===== src/rtl/move_inverse_stack.sv =====
// move_inverse_stack
//   Records the moves applied to the cube in a ring-buffer history. On request
//   it plays back the inverse of the most recent move (pop), or of every
//   recorded move, newest first (unwind).
//
// Ports
//   clk, rst            rising-edge clock, synchronous active-high reset
//   clear               synchronous flush of the history and any playback
//   push_valid/face/rot move to record; push_ready is high only when idle
//   pop_req, unwind_req single-cycle undo requests
//   out_valid/face/rot  inverse move offered to the move engine
//   out_ready           move engine accepts the offered move
//   depth, full, empty  occupancy of the history
//   bad_push            one-cycle pulse after an illegal push was rejected
module move_inverse_stack #(
   parameter int DEPTH = 64
) (
   input  logic                     clk,
   input  logic                     rst,
   input  logic                     clear,
   input  logic                     push_valid,
   input  logic [2:0]               push_face,
   input  logic [2:0]               push_rot,
   output logic                     push_ready,
   input  logic                     pop_req,
   input  logic                     unwind_req,
   output logic                     out_valid,
   output logic [2:0]               out_face,
   output logic [2:0]               out_rot,
   input  logic                     out_ready,
   output logic [$clog2(DEPTH):0]   depth,
   output logic                     full,
   output logic                     empty,
   output logic                     bad_push
);

   localparam int AW = $clog2(DEPTH);
   localparam int DW = AW + 1;
   localparam logic [AW-1:0] ONE_A    = AW'(1);
   localparam logic [AW-1:0] TWO_A    = AW'(2);
   localparam logic [DW-1:0] ONE_D    = DW'(1);
   localparam logic [DW-1:0] FULL_CNT = DW'(DEPTH);

   typedef enum logic [1:0] {
      IDLE  = 2'd0,
      FETCH = 2'd1,
      EMIT  = 2'd2
   } state_t;

   state_t          state_r;
   logic [AW-1:0]   top_r;
   logic [DW-1:0]   depth_r;
   logic            unwind_r;
   logic            push_ready_r;
   logic            out_valid_r;
   logic [2:0]      out_face_r;
   logic [2:0]      out_rot_r;
   logic            full_r;
   logic            empty_r;
   logic            bad_push_r;
   logic [5:0]      mem_r [DEPTH];
   logic [5:0]      rd_data_r;
   logic [AW-1:0]   rd_addr_s;
   logic            push_legal_s;
   logic            push_store_s;

   // Inverse quarter-turn count: CW and CCW swap, a half turn is its own inverse.
   function automatic logic [2:0] inv_rot(input logic [2:0] rot);
      case (rot)
         3'd1:    inv_rot = 3'd3;
         3'd3:    inv_rot = 3'd1;
         default: inv_rot = rot;
      endcase
   endfunction

   assign push_legal_s = (push_face <= 3'd5) && (push_rot != 3'd0);
   assign push_store_s = !rst && !clear && (state_r == IDLE) && push_valid && push_legal_s;

   // Read address: in EMIT the entry below the one on display is prefetched so
   // that it is ready when an unwind continues through FETCH.
   always_comb begin
      if (state_r == EMIT) begin
         rd_addr_s = top_r - TWO_A;
      end else begin
         rd_addr_s = top_r - ONE_A;
      end
   end

   // History RAM with synchronous read; contents need no reset.
   always_ff @(posedge clk) begin
      if (push_store_s) begin
         mem_r[top_r] <= {push_face, push_rot};
      end
      rd_data_r <= mem_r[rd_addr_s];
   end

   // Control FSM with all outputs registered.
   always_ff @(posedge clk) begin
      if (rst || clear) begin
         state_r      <= IDLE;
         top_r        <= '0;
         depth_r      <= '0;
         unwind_r     <= 1'b0;
         push_ready_r <= 1'b1;
         out_valid_r  <= 1'b0;
         out_face_r   <= 3'd0;
         out_rot_r    <= 3'd0;
         full_r       <= 1'b0;
         empty_r      <= 1'b1;
         bad_push_r   <= 1'b0;
      end else begin
         bad_push_r <= 1'b0;
         case (state_r)
            IDLE: begin
               // A push wins over pop/unwind in the same cycle; the request is dropped.
               if (push_valid) begin
                  if (push_legal_s) begin
                     // When full, top already points at the oldest entry, so
                     // writing there overwrites it and depth stays saturated.
                     top_r <= top_r + ONE_A;
                     if (depth_r != FULL_CNT) begin
                        depth_r <= depth_r + ONE_D;
                        full_r  <= (depth_r == (FULL_CNT - ONE_D));
                        empty_r <= 1'b0;
                     end
                  end else begin
                     bad_push_r <= 1'b1;
                  end
               end else if ((pop_req || unwind_req) && (depth_r != '0)) begin
                  // RAM read at top-1 is issued this cycle by rd_addr_s.
                  unwind_r     <= unwind_req;
                  state_r      <= FETCH;
                  push_ready_r <= 1'b0;
               end
            end
            FETCH: begin
               state_r     <= EMIT;
               out_valid_r <= 1'b1;
               out_face_r  <= rd_data_r[5:3];
               out_rot_r   <= inv_rot(rd_data_r[2:0]);
            end
            EMIT: begin
               if (out_ready) begin
                  top_r       <= top_r - ONE_A;
                  depth_r     <= depth_r - ONE_D;
                  full_r      <= 1'b0;
                  empty_r     <= (depth_r == ONE_D);
                  out_valid_r <= 1'b0;
                  out_face_r  <= 3'd0;
                  out_rot_r   <= 3'd0;
                  if (unwind_r && (depth_r != ONE_D)) begin
                     state_r <= FETCH;
                  end else begin
                     state_r      <= IDLE;
                     unwind_r     <= 1'b0;
                     push_ready_r <= 1'b1;
                  end
               end
            end
            default: begin
               state_r      <= IDLE;
               unwind_r     <= 1'b0;
               push_ready_r <= 1'b1;
               out_valid_r  <= 1'b0;
               out_face_r   <= 3'd0;
               out_rot_r    <= 3'd0;
            end
         endcase
      end
   end

   assign push_ready = push_ready_r;
   assign out_valid  = out_valid_r;
   assign out_face   = out_face_r;
   assign out_rot    = out_rot_r;
   assign depth      = depth_r;
   assign full       = full_r;
   assign empty      = empty_r;
   assign bad_push   = bad_push_r;

endmodule


===== config.mk =====
export PLATFORM = sky130hd
export DESIGN_NAME = move_inverse_stack
export DESIGN_NICKNAME = d
export VERILOG_FILES = /design/src/rtl/move_inverse_stack.sv
export SDC_FILE = /design/constraint.sdc
export NUM_CORES = 1
export LEC_CHECK = 0
export ABC_AREA = 1
export CORE_ASPECT_RATIO = 0.9
export CORE_MARGIN = 4
export CORE_UTILIZATION = 55
export CTS_CLUSTER_DIAMETER = 60
export DETAILED_ROUTE_END_ITERATION = 8
export HOLD_SLACK_MARGIN = 0.03
export PLACE_DENSITY = 0.72
export RECOVER_POWER = 50
export SYNTH_ARGS = -nofsm -noshare
export SYNTH_HDL_FRONTEND = slang
export SYNTH_SLANG_ARGS = --single-unit

===== constraint.sdc =====
create_clock -name clk -period 5.2 [get_ports clk]
set_clock_uncertainty 0.15 [all_clocks]
set_input_delay 0.52 -clock clk [delete_from_list [all_inputs] [get_ports clk]]
set_output_delay 0.52 -clock clk [all_outputs]
set_load 0.005 [all_outputs]

# Word level (Yosys, flattened, before mapping)
# Memory sizes are Yosys's and may differ from the RTL's. A register that Yosys moved wholly into a read port is not among the register bits.
# Index checks and enable logic that the tools add are counted.
[totals]
regBits = 27
ram_bits = 384
inputBits = 13
out_inout_bits = 18
word_cells = 100
mem_count = 1
[mem_list]
columns = ["name", "words", "word_bits", "read_ports", "rd_clocked_by_memory_dff", "wr", "line", "source"]
rows = [
  ["mem_r", 64, 6, 1, 1, 1, "61", "logic [5:0] mem_r [DEPTH];"],
]
[classes]
add_sub_neg = 5
magnitude_cmp = 1
eq_ne = 15
muxes = 43
bitwise_logic = 3
n_reduce_logical = 21
[op_table]
columns = ["operator", "n"]
rows = [
  ["7-bit 2-to-1 mux", 4],
  ["6-bit 2-to-1 mux", 4],
  ["1-bit 2-to-1 mux", 20],
  ["3-bit one-hot mux with 3 select lines", 2],
  ["7-bit one-hot mux with 2 select lines", 1],
  ["6-bit one-hot mux with 2 select lines", 1],
  ["2-bit inequality test, second input constant", 5],
  ["5-bit AND reduction", 2],
  ["1-bit one-hot mux with 3 select lines", 3],
  ["7-bit by 1-bit adder with 7-bit output, second input constant", 1],
  ["7-bit by 1-bit == test with 1-bit output, second input constant", 1],
  ["7-bit by 6-bit == test with 1-bit output, second input constant", 1],
  ["1-bit logical AND", 7],
  ["7-bit by 1-bit inequality test with 1-bit output, second input constant", 1],
  ["7-bit inequality test, second input constant", 1],
  ["7-bit nonzero test", 1],
  ["7-bit by 1-bit subtractor with 7-bit output, second input constant", 1],
  ["6-bit by 1-bit adder with 6-bit output, second input constant", 1],
  ["2-bit 2-to-1 mux", 3],
  ["2-bit one-hot mux with 3 select lines", 1],
  ["3-bit one-hot mux with 2 select lines", 1],
  ["6-bit by 1-bit subtractor with 6-bit output, second input constant", 1],
  ["6-bit by 2-bit subtractor with 6-bit output, second input constant", 1],
  ["2-bit by 1-bit inequality test with 1-bit output, second input constant", 2],
  ["other kinds (17)", 22],
]

# Depth between registers and ports, before layout
[depth]
depth_word = 7
ltp_mapped = 17
mapped_depth_nobuf = 14

# Least setup slack after synthesis
# Ideal clock, no wire load.
[synth_timing]
path_kind = "reg-to-reg"
from = "register state_r[0]"
to = "register rd_data_r[0], read port of mem_r"
arrival_time_ps = 2301
required_time_ps = 4991
slack_ps = 2690
stages_incl_launch_ff = 17
path_cell_list = "dfxtp_1 inv_2 nand2_4 clkbuf_1 ha_1 buf_2 clkinv_1 buf_2 clkbuf_1 nand2_1 nand4_1 nand3_1 nand3_1 nand3_1 nand2_1 nand2_1 nand2_1"
[synth_via]
elab_chain_len = 2
[synth_lines]
columns = ["item", "line", "source"]
rows = [
  ["from (decl)", "50", "state_t state_r;"],
  ["from (signal assigned)", "100", "state_r <= IDLE;"],
  ["from (signal assigned)", "132", "state_r <= FETCH;"],
  ["from (signal assigned)", "137", "state_r <= EMIT;"],
  ["2-bit == test", "82", "if (state_r == EMIT) begin"],
  ["6-bit 2-to-1 mux", "82", ""],
  ["to (decl)", "62", "logic [5:0] rd_data_r;"],
]
# No other way between the ends.
# A chain may end at the register's enable or synchronous reset.

# Final worst setup path
[layout_timing]
from = "register state_r[0]"
to = "register rd_data_r[2], read port of mem_r"
# Same word-level chain as after synthesis.

==> results.tsv <==
metric	value	unit
R2R Path Start	state_r[0]$_SDFFE_PP0P_	
TritonCTS Sinks	417	
residual DRC count	0	
GRT Resource Usage Total	24.2	%
Horiz. Die Dim	200	um
pre-CTS setup slack	1480	ps
worst endpoint required time	5540	ps
post-CTS sizing	0	
Skew-Pair Late Insertion Delay	550	ps
die area	36200	um2
slowest cell delay on critical path	770	ps
Post-CTS Setup Repair Bufs	0	
Die H	181	um
outcome	finished, violations left	
Hold Path Stages	2	
Switching Fraction	24.3	%
diode count	0	
Top delay family on crit path	simple AND/OR/NAND/NOR gates	
worst hold slack	310	ps
number of synthesized flops with an enable pin	384	
critical path data arrival time	4160	ps
Routed Antenna Nets	0	
antenna violations before repair	0	
Port Buf Inserts	30	
IO Count	31	
TNS Setup	0	ps
dpl cells	2146	
final hold violations	0	
share of cells above drive strength 1	4.56	%
Comb pwr share	9.6	%
Worst R2R Setup Slack	1380	ps
P_leak	7.63	nW
minimum clock period	3820	ps
CP Max Fanout	103	
RSZ-0062 raised after global routing	no	
synthesized flop and latch total	417	
fraction of registers with async set/reset	0	%
PwrDens	359	nW/um2
Nets	1794	
Tcrit/Tclk final	73.5	%
HP Class	reg -> reg	
most frequent cell on the critical path	nand2_1	
Area contributors post-synth	edfxtp_1, nand2_1, nand3_1	
Pint	5.44	mW
global-route wire length before repair	68.5	mm
area share of the largest cell type after synthesis	63.1	%
Setup crit end kind	register	
Clk pin slew, worst setup/hold paths	60	ps
via count	12800	
vias in the first global route	12100	
via density per instance	5.78	
setup slack after layout	1380	ps
sequential area share after synthesis	66.7	%
starting density of the core	55.6	%
Slowest-stage cell, CP	inv_4	
HPWL Detailed	25.6	mm
Worst Hold Path EP	out_rot[2]$_SDFFE_PP0P_	
Final setup viols	0	
Syn. warnings	0	
worst-case clock buffer depth	3	
first-pass detailed-route iteration total	6	
TritonCTS clock tree	yes	
Finished Layout Cells	2221	
worst hold path startpoint	out_rot[2]$_SDFFE_PP0P_	
Max Fclk	0.262	GHz
CP Launch Type	register	
failing checks	max-capacitance violations, max-slew violations	
Routed WL	44.7	mm
clock share of power	38.7	%
core footprint	32900	um2
Worst IR Drop VDD	0.000261	V
clock root buffer	clkbuf_16	
placed cell areas	18800	um2
Worst Reg-to-Reg Cells	14	
CTS H-tree lvls	2	
wire length per cell	20.1	um
area leader, netlist	edfxtp_1	
# hold bufs at CTS	0	
grt total ovfl	0	
CTS Buf Count	42	
Final Cell Area	20000	um2
crit-path cells	inv_2 -> nand2_1 -> ha_4 -> inv_4 -> buf_4 -> nand2_1 -> and2_0 -> nand2_1 -> nand3_1 -> nand3_1 -> nand3_1 -> nand2_1 -> nand2_1 -> nand2_1	
DR iter-0 viols	1428	
syn avg cell area	10.3	um2
Slew Limit Headroom	-145	%
critical path class	reg -> reg	
largest net degree at the start of global routing	244	
Worst-Margin Slew	3680	ps
Area growth, synth to finish	9.50	%
Bufs and invs on worst path	3	
routability cong.	0.881	
sequential share of power	51.7	%
Pins Over Slew Limit	390	
Max Cap Viol	6	
Synthesized Nets	1800	
std cell rows	63	
reg2reg end	rd_data_r[2]$_DFF_P_	
mapped cell area	18300	um2
post-synth cell types	33	
ys flop type	edfxtp_1	
sw power	1.75	mW
post-synthesis cell count	1774	
tightest hold or removal path: stages, from the launching register on:
cell and delay [ps]:
dfxtp_1 310, nand2_1 60, a21oi_1 50
flip-flops by register name (all words and copies together) (netlist names), 2 cells and up:
register and count:
depth 7, mem_r 384, out_face 3, out_rot 3
rd_data_r 6, state_r 2, top_r 6
cell usage after synthesis (all sizes together) (9+ instances only):
cell,n
a21oi,53
dfxtp,33
nor3,9
edfxtp,384
o21ai,54
nand3,229
clkbuf,39
inv,154
nand2,500
a21boi,10
buf,58
ha,13
nor2,126
and2,19
xor2,11
nand4,66
stage by stage:
stage               utilization [%]  total power, mW
global placement               57.3             4.45
CTS                            61.0             7.20
global route                   60.9             7.43
detailed placement             57.3             4.46
finish                         60.9             7.19
floorplan                         -             4.20
power groups by stage:
| stage | Clock, mW | Combinational [mW] | Sequential, mW |
|---|---|---|---|
| after CTS | 2.81 | 0.675 | 3.71 |
| after global placement | 0 | 0.668 | 3.79 |
| after global routing | 2.96 | 0.747 | 3.72 |
| after floorplan | 0 | 0.432 | 3.77 |
| after detailed placement | 0 | 0.672 | 3.78 |
| final | 2.78 | 0.687 | 3.72 |
worst max path at each step:
| stage | startpoint | end | slack (ps) | cells past startpoint |
|---|---|---|---|---|
| 6_report | state_r[0]$_SDFFE_PP0P_ | rd_data_r[2]$_DFF_P_ | 1380 | 14 |
| 5_1_grt | state_r[1]$_SDFFE_PP0P_ | rd_data_r[2]$_DFF_P_ | 1100 | 13 |
| 4_1_cts | top_r[2]$_SDFFE_PP0P_ | rd_data_r[2]$_DFF_P_ | 1820 | 14 |
| 3_5_place_dp | clear | mem_r[8][2]$_DFFE_PP_ | 1480 | 8 |
| 3_3_place_gp | clear | mem_r[41][4]$_DFFE_PP_ | 1560 | 8 |
| 2_1_floorplan | state_r[0]$_SDFFE_PP0P_ | rd_data_r[0]$_DFF_P_ | 2690 | 16 |
per-layer routing:
metal  global-route usage [%]  wire length (um)  vias to the layer above
met5                        0                 0                        -
met4                     6.83              1180                        0
met3                     5.94              4640                       96
met2                     38.4             20500                      628
met1                     33.9             18400                     6088
li1                         -                 -                     6023
layout make-up:
cell class | instances | area, um2
Fill cell | 2627 | 12800
Sequential cell | 417 | 12200
Multi-Input combinational cell | 1103 | 5080
Clock buffer | 55 | 1120
Inverter | 157 | 592
Tap cell | 422 | 528
Timing Repair Buffer | 47 | 393
Clock inverter | 20 | 120
cell usage in the layout (no fill, tap or decap), types with 2 or more instances in the layout:
cell,netlist,layout
edfxtp_1,384,384
nand4_1,66,66
clkinv_1,3,12
dlygate4sd3_1,0,12
a21boi_0,10,10
nand3b_1,2,2
and2_0,19,19
buf_12,0,2
inv_6,0,2
a31oi_1,3,3
o21ai_1,3,3
or2_2,3,3
nand2_1,496,497
inv_1,148,148
nand3_1,228,228
nor3_1,9,9
clkinv_2,0,7
clkbuf_16,0,43
buf_4,7,8
clkdlybuf4s50_1,0,12
nor2_1,125,125
buf_2,44,3
o21ai_0,51,51
ha_1,13,12
a21oi_1,53,53
dfxtp_1,33,33
clkbuf_1,39,22
xor2_1,11,11
inv_2,6,6
nand2_2,3,2
logic make-up (layout without fill, tap and decap cells):
group                    after synthesis  in the layout  synth area share [%]
AO/OA/AOI/OAI                        123            123                  3.57
XOR/XNOR                              12             12                 0.575
adder cells (fa/ha/maj)               13             13                 0.889
buffers and inverters                254            279                  5.66
flip-flops                           417            417                  66.7
AND/OR/NAND/NOR                      955            955                  22.6
No activity file was read; power rests on OpenSTA's default activity.
